==> src/rtl/iob_fifo_sync_ctrl_pkg.sv <==
// Shared types for the synchronous FIFO controller.
package iob_fifo_sync_ctrl_pkg;

  // Accepted operation in one cycle, encoded as {push, pop}.
  typedef enum logic [1:0] {
    OpNone = 2'b00,
    OpPop  = 2'b01,
    OpPush = 2'b10,
    OpBoth = 2'b11
  } fifo_op_e;

  function automatic fifo_op_e fifo_op(input logic push, input logic pop);
    return fifo_op_e'({push, pop});
  endfunction

endpackage

==> src/rtl/iob_fifo_ptr.sv <==
// Wrapping FIFO pointer: W-bit counter, MSB acts as the wrap bit.
module iob_fifo_ptr #(
  parameter int unsigned W = 5
) (
  input  logic         clk,
  input  logic         rst,
  input  logic         inc_i,
  output logic [W-1:0] ptr_o
);

  logic [W-1:0] ptr_q;

  // Synchronous reset; advance by one on each accepted access, wrapping naturally.
  always_ff @(posedge clk) begin
    if (rst) begin
      ptr_q <= '0;
    end else if (inc_i) begin
      ptr_q <= ptr_q + W'(1);
    end
  end

  assign ptr_o = ptr_q;

endmodule

==> src/rtl/iob_fifo_sync_ctrl.sv <==
// Single-clock FIFO controller driving an external dual-port RAM
// (port A write-only, port B read-only with a registered read port).
module iob_fifo_sync_ctrl
  import iob_fifo_sync_ctrl_pkg::*;
#(
  parameter int unsigned DATA_W = 8,
  parameter int unsigned ADDR_W = 4
) (
  input  logic              clk,
  input  logic              rst,
  input  logic              w_en,
  input  logic [DATA_W-1:0] w_data,
  output logic              w_full,
  input  logic              r_en,
  output logic [DATA_W-1:0] r_data,
  output logic              r_valid,
  output logic              r_empty,
  output logic [ADDR_W:0]   level,
  output logic              w_ovf,
  output logic              r_udf,
  output logic              ext_mem_w_en,
  output logic [ADDR_W-1:0] ext_mem_w_addr,
  output logic [DATA_W-1:0] ext_mem_w_data,
  output logic              ext_mem_r_en,
  output logic [ADDR_W-1:0] ext_mem_r_addr,
  input  logic [DATA_W-1:0] ext_mem_r_data
);

  localparam int unsigned DEPTH = 2 ** ADDR_W;
  localparam int unsigned LVL_W = ADDR_W + 1;
  localparam logic [LVL_W-1:0] LvlOne  = LVL_W'(1);
  localparam logic [LVL_W-1:0] LvlFull = LVL_W'(DEPTH);

  logic [LVL_W-1:0] level_q, level_d;
  logic             full_q, empty_q;
  logic             r_valid_q, w_ovf_q, r_udf_q;
  logic             push_ok, pop_ok;
  logic [LVL_W-1:0] w_ptr, r_ptr;
  fifo_op_e         op;

  // Accepts use registered flags only; reset blocks any RAM access.
  assign push_ok = w_en && !full_q && !rst;
  assign pop_ok  = r_en && !empty_q && !rst;
  assign op      = fifo_op(push_ok, pop_ok);

  iob_fifo_ptr #(
    .W (LVL_W)
  ) u_w_ptr (
    .clk   (clk),
    .rst   (rst),
    .inc_i (push_ok),
    .ptr_o (w_ptr)
  );

  iob_fifo_ptr #(
    .W (LVL_W)
  ) u_r_ptr (
    .clk   (clk),
    .rst   (rst),
    .inc_i (pop_ok),
    .ptr_o (r_ptr)
  );

  // Wrap bits are kept for debug visibility; occupancy comes from level_q.
  logic unused_wrap;
  assign unused_wrap = w_ptr[ADDR_W] ^ r_ptr[ADDR_W];

  // RAM drive.
  assign ext_mem_w_en   = push_ok;
  assign ext_mem_w_addr = w_ptr[ADDR_W-1:0];
  assign ext_mem_w_data = w_data;
  assign ext_mem_r_en   = pop_ok;
  assign ext_mem_r_addr = r_ptr[ADDR_W-1:0];

  // Next occupancy: +1 on push only, -1 on pop only, else unchanged.
  always_comb begin
    level_d = level_q;
    unique case (op)
      OpPush:  level_d = level_q + LvlOne;
      OpPop:   level_d = level_q - LvlOne;
      default: level_d = level_q;
    endcase
  end

  // Registered flags, read-valid and one-cycle error pulses.
  always_ff @(posedge clk) begin
    if (rst) begin
      level_q   <= '0;
      full_q    <= 1'b0;
      empty_q   <= 1'b1;
      r_valid_q <= 1'b0;
      w_ovf_q   <= 1'b0;
      r_udf_q   <= 1'b0;
    end else begin
      level_q   <= level_d;
      full_q    <= (level_d == LvlFull);
      empty_q   <= (level_d == '0);
      r_valid_q <= pop_ok;
      w_ovf_q   <= w_en && full_q;
      r_udf_q   <= r_en && empty_q;
    end
  end

  assign level   = level_q;
  assign w_full  = full_q;
  assign r_empty = empty_q;
  assign r_valid = r_valid_q;
  assign w_ovf   = w_ovf_q;
  assign r_udf   = r_udf_q;
  // The RAM output register supplies the one-cycle read latency.
  assign r_data  = ext_mem_r_data;

endmodule

==> config.mk <==
export PLATFORM = sky130hd
export DESIGN_NAME = iob_fifo_sync_ctrl
export DESIGN_NICKNAME = d
export VERILOG_FILES = /design/src/rtl/iob_fifo_sync_ctrl_pkg.sv /design/src/rtl/iob_fifo_ptr.sv /design/src/rtl/iob_fifo_sync_ctrl.sv
export SDC_FILE = /design/constraint.sdc
export NUM_CORES = 1
export LEC_CHECK = 0
export BUFFER_PORTS_ARGS = -buffer_cell sky130_fd_sc_hd__buf_2
export CAP_MARGIN = 40
export CORE_UTILIZATION = 40
export CTS_CLUSTER_SIZE = 16
export DETAILED_ROUTE_END_ITERATION = 7
export GPL_TIMING_DRIVEN = 0
export PLACE_DENSITY = 0.7
export SETUP_SLACK_MARGIN = 0.3
export SYNTH_ARGS = -nofsm -noshare
export SYNTH_HDL_FRONTEND = slang
export SYNTH_HIERARCHICAL = 1
export SYNTH_SLANG_ARGS = --single-unit
==> constraint.sdc <==
create_clock -name clk -period 3.8 [get_ports clk]
set_input_delay 0.19 -clock clk [delete_from_list [all_inputs] [get_ports clk]]
set_output_delay 0.19 -clock clk [all_outputs]
set_load 0.005 [all_outputs]
## Word-level counts from Yosys, hierarchy flattened

Cells that the tools add are included.

| operators by class | value |
|---|---|
| add/subtract/negate cells | 4 |
| equality and inequality tests | 3 |
| multiplexer cells | 1 |
| reductions and logical operators | 10 |

Operators with widths:

| kind | number |
|---|---|
| $add 5x1->5 const B | 3 |
| $pmux 5 s2 | 1 |
| $logic_and 1x1->1 | 6 |
| $eq 5x5->1 const B | 1 |
| $logic_not 5->1 | 1 |
| $sub 5x1->5 const B | 1 |
| $logic_not 1->1 | 3 |
| $eq 2x1->1 const B | 1 |
| $eq 2x2->1 const B | 1 |

| word-level totals | value |
|---|---|
| bits in registers | 20 |
| output and inout bits | 36 |

## Longest topological paths before layout

| depth | value |
|---|---|
| word-level depth | 6 |
| mapped depth | 11 |

## By module

The synthesis kept the hierarchy.

Modules (own cells, without submodules):

| module | instances | cells each | area an instance (um^2) | seq. area each (um^2) |
|---|---|---|---|---|
| iob_fifo_sync_ctrl | 1 | 85 | 733.2 | 200.2 |
| iob_fifo_ptr | 2 | 22 | 247.7 | 100.1 |

## Worst setup path after synthesis

OpenSTA, ideal clock, no wires.

| timing | value |
|---|---|
| path kind | reg-to-reg |
| start | reg empty_q, in the netlist r_empty |
| end | reg full_q, in the netlist w_full |
| library setup time | 0.092 ns |
| data arrival time | 2.192 ns |
| data required time | 3.708 ns |
| setup slack | 1.516 ns |
| stages on the path, launching flop included | 12 |
| clock period less this slack | 2.284 ns |
| path through | dfxtp_1 > or3b_1 > buf_6 > clkinv_8 > nand2_4 > xnor2_1 > ha_1 > nand4b_1 > a221o_1 > o211a_4 > xor2_1 > nor4_1 |

| between the ends | value |
|---|---|
| cells in the longest elaborated chain, start to end | 6 |

RTL lines:

| element | line | source |
|---|---|---|
| from (decl) | iob_fifo_sync_ctrl.sv:35 | `logic full_q, empty_q;` |
| from (signal assigned) | iob_fifo_sync_ctrl.sv:97 | `empty_q <= (level_d == '0);` |
| $logic_not 1->1 (*) | iob_fifo_sync_ctrl.sv:43 | `assign pop_ok = r_en && !empty_q && !rst;` |
| $logic_and 1x1->1 (*) (2 in a row) | iob_fifo_sync_ctrl.sv:43 |  |
| net ext_mem_r_en | iob_fifo_sync_ctrl.sv:24 | `output logic ext_mem_r_en,` |
| $eq 2x1->1 / $eq 2x2->1 (equally long branches) | iob_fifo_sync_ctrl.sv:78 | `unique case (op)` |
| $pmux 5 s2 (*) | iob_fifo_sync_ctrl.sv:78 |  |
| $eq 5x5->1 (*) | iob_fifo_sync_ctrl.sv:96 | `full_q <= (level_d == LvlFull);` |
| to (signal assigned) | iob_fifo_sync_ctrl.sv:96 |  |
| to (decl) | iob_fifo_sync_ctrl.sv:35 |  |

Mark *: on every way through the listed nets, which the timed path passes. The rest lies on a longest branch.
A chain may end at the register's enable or synchronous reset.

## Worst setup path after layout

| timing | value |
|---|---|
| start | reg empty_q, in the netlist r_empty |
| end | reg empty_q, in the netlist r_empty |

| between the ends | value |
|---|---|
| cells in the longest elaborated chain, start to end | 6 |

RTL lines:

| element | line |
|---|---|
| $logic_not 1->1 (*) | iob_fifo_sync_ctrl.sv:43 |
| $logic_and 1x1->1 (*) (2 in a row) | iob_fifo_sync_ctrl.sv:43 |
| $eq 2x1->1 / $eq 2x2->1 (equally long branches) | iob_fifo_sync_ctrl.sv:78 |
| $pmux 5 s2 (*) | iob_fifo_sync_ctrl.sv:78 |
| $logic_not 5->1 (*) | iob_fifo_sync_ctrl.sv:97 |

Every way passes the cells marked *; elsewhere a longest branch is shown, timed or not.

==> metrics.md <==
| Metric | Value |
|---|---|
| Run status | completed |
| Slew @ Worst Pin | 0.390 ns |
| Worst path bufs/invs | 2 |
| Worst hold slack | 0.140 ns |
| Grt met3 use | 0.0583 |
| Via count | 956 |
| Fillers | 257 |
| Mapped Cells | 119 |
| Root buffer cell | clkbuf_4 |
| Post-detail-place hpwl | 1690 um |
| Post-cts hold buffer count | 0 |
| Area occupied by multi-input gates | 553 um^2 |
| Fin nets | 187 |
| Post-synthesis cell area | 0.00111 mm^2 |
| Dpl cell area | 0.00135 mm^2 |
| Num ports | 56 |
| Die height | 54.8 um |
| Global-route wire length before repair | 3400 um |
| Synth warnings | 6 |
| Commonest non-fill, non-tap cell in the layout | buf_2 |
| Slowest cell on the critical path | or3b_1 |
| DIE AREA | 0.00300 mm^2 |
| Critical Path End Type | register |
| DR vias/cell | 4.98 |
| PwrDens | 307 mW/mm^2 |
| Detail Route Antenna Nets | 0 |
| Vias in the first global route | 797 |
| Startpoint class of the critical path | register |
| # port buffers | 39 |
| Drc violations | 0 |
| # diodes | 0 |
| Sum Neg Setup Slack | 0 ns |
| Placed Cells | 188 |
| Finished Layout Cells | 192 |
| Slew HR | 0.740 |
| Tot Pwr | 0.000424 W |
| Fin area | 0.00138 mm^2 |
| Largest stage delay, worst path | 0.37 ns |
| Longest Clk Path Bufs | 2 |
| Worst hold path type | primary input to register |
| Clock Latency Late Sink | 0.30 ns |
| WP data required | 4.03 ns |
| Starting Density | 0.438 |
| Worst-path clk slew | 0.11 ns |
| Die X | 54.8 um |
| Initial antenna violation count | 0 |
| Max Clock Skew | 0.00702 ns |
| Critical Path AT | 2.69 ns |
| Largest net degree at the start of global routing | 18 |
| H-tree depth | 1 |
| Mean Syn Cell Area | 9.36 um^2 |
| Post-DR wirelength/cell | 11.5 um |
| Leakage | 0.732 nW |
| Final period util | 0.649 |
| Post-cts sizing count | 0 |
| Peak VDD IR | 0.000270 V |
| Worst path top cell family by delay | simple AND/OR/NAND/NOR gates |
| Fin. max-slew vios | 0 |
| Final min period | 2.47 ns |
| Top Usage Layer GRT | met2 |
| Number of setup violations in the final report | 0 |
| Core area | 0.00254 mm^2 |
| TritonCTS clock tree | built |
| Share of cells above drive strength 1 | 0.444 |
| Met1 Use GR | 0.194 |
| Final Hold Viols | 0 |
| Commonest non-fill, non-tap cells in the layout | buf_2, dfxtp_1, buf_4 |
| Mapped Nets | 143 |
| FF+latch area | 360 um^2 |
| Met2 GRT Util | 0.263 |
| Area growth, synth to finish | 24.2% |
| Drt first pass iters | 4 |
| F_max | 406 MHz |
| Routed WL | 2210 um |
| Global route overflow | 0 |
| CTS Sinks | 18 |
| Overall Global Routing Usage | 0.159 |
| Postcts setup bufs | 0 |
| Max-Cap Viols | 0 |
| Row cnt | 18 |
| CTS Buf Count | 3 |
| CP Class | register to register |
| RSZ-0062 raised after global routing | false |
| CP max FO | 7 |
| Routability cong. | 0.808 |
| Most used cell, CP | a31oi_1 |
| Iter 0 DRT Violations | 20 |
| CP Cell Sequence | or3b_1 > buf_6 > clkinv_8 > nand2_4 > xnor2_1 > ha_1 > nor3b_1 > o211ai_1 > a31oi_1 > a31oi_1 > o31ai_1 |
==> worst register-to-register path, cell delays in order (launching register included) <==
cell and delay [ns]:
dfxtp_1 0.33, or3b_1 0.37, buf_6 0.16, clkinv_8 0.06, nand2_4 0.05, xnor2_1 0.12
ha_1 0.31, nor3b_1 0.36, o211ai_1 0.15, a31oi_1 0.19, a31oi_1 0.09, o31ai_1 0.21
==> registers in the layout, summed over array words and instances (netlist names) <==
name and count:
r_valid 1, level 5, w_full 1, r_udf 1, r_empty 1, u_w_ptr/ptr_o 4
w_ovf 1, u_r_ptr/ptr_o 4
==> metal layers <==
layer,up-vias,share of wire
met3,2,0.074
met2,46,0.48
met5,-,0
met4,0,0.0095
met1,429,0.43
li1,479,-
==> power breakdown <==
| group | total [W] | internal, W | switching [W] |
|---|---|---|---|
| Combinational | 0.0000962 | 0.0000510 | 0.0000452 |
| Sequential | 0.000206 | 0.000198 | 0.00000860 |
| Clock | 0.000121 | 0.0000584 | 0.0000630 |
| Total | 0.000424 | 0.000307 | 0.000117 |
==> through the flow <==
step,worst slack (ns),utilization
2_1_floorplan,1.52,-
3_3_place_gp,1.25,0.529
3_5_place_dp,1.21,0.529
4_1_cts,1.35,0.543
5_1_grt,1.11,0.543
6_report,1.33,0.543
==> area by class of cell <==
type                       count  share of cell area
clock buffer                   4              0.0262
timing repair buffer          39               0.141
inverter                       6              0.0253
sequential                    18               0.261
buffer                        22               0.119
tap                           30              0.0271
multi-input combinational     73               0.400
==> worst paths after layout <==
path | startpoint | end | slack (ns) | cells after the start
worst min-delay path | r_en | r_udf | 0.14 | 2
worst min register to register | r_empty | r_udf | 0.52 | 1
worst max-delay path | r_empty | r_empty | 1.33 | 11
worst max register to register | r_empty | r_empty | 1.33 | 11
Power figures use the tool's default switching activity.
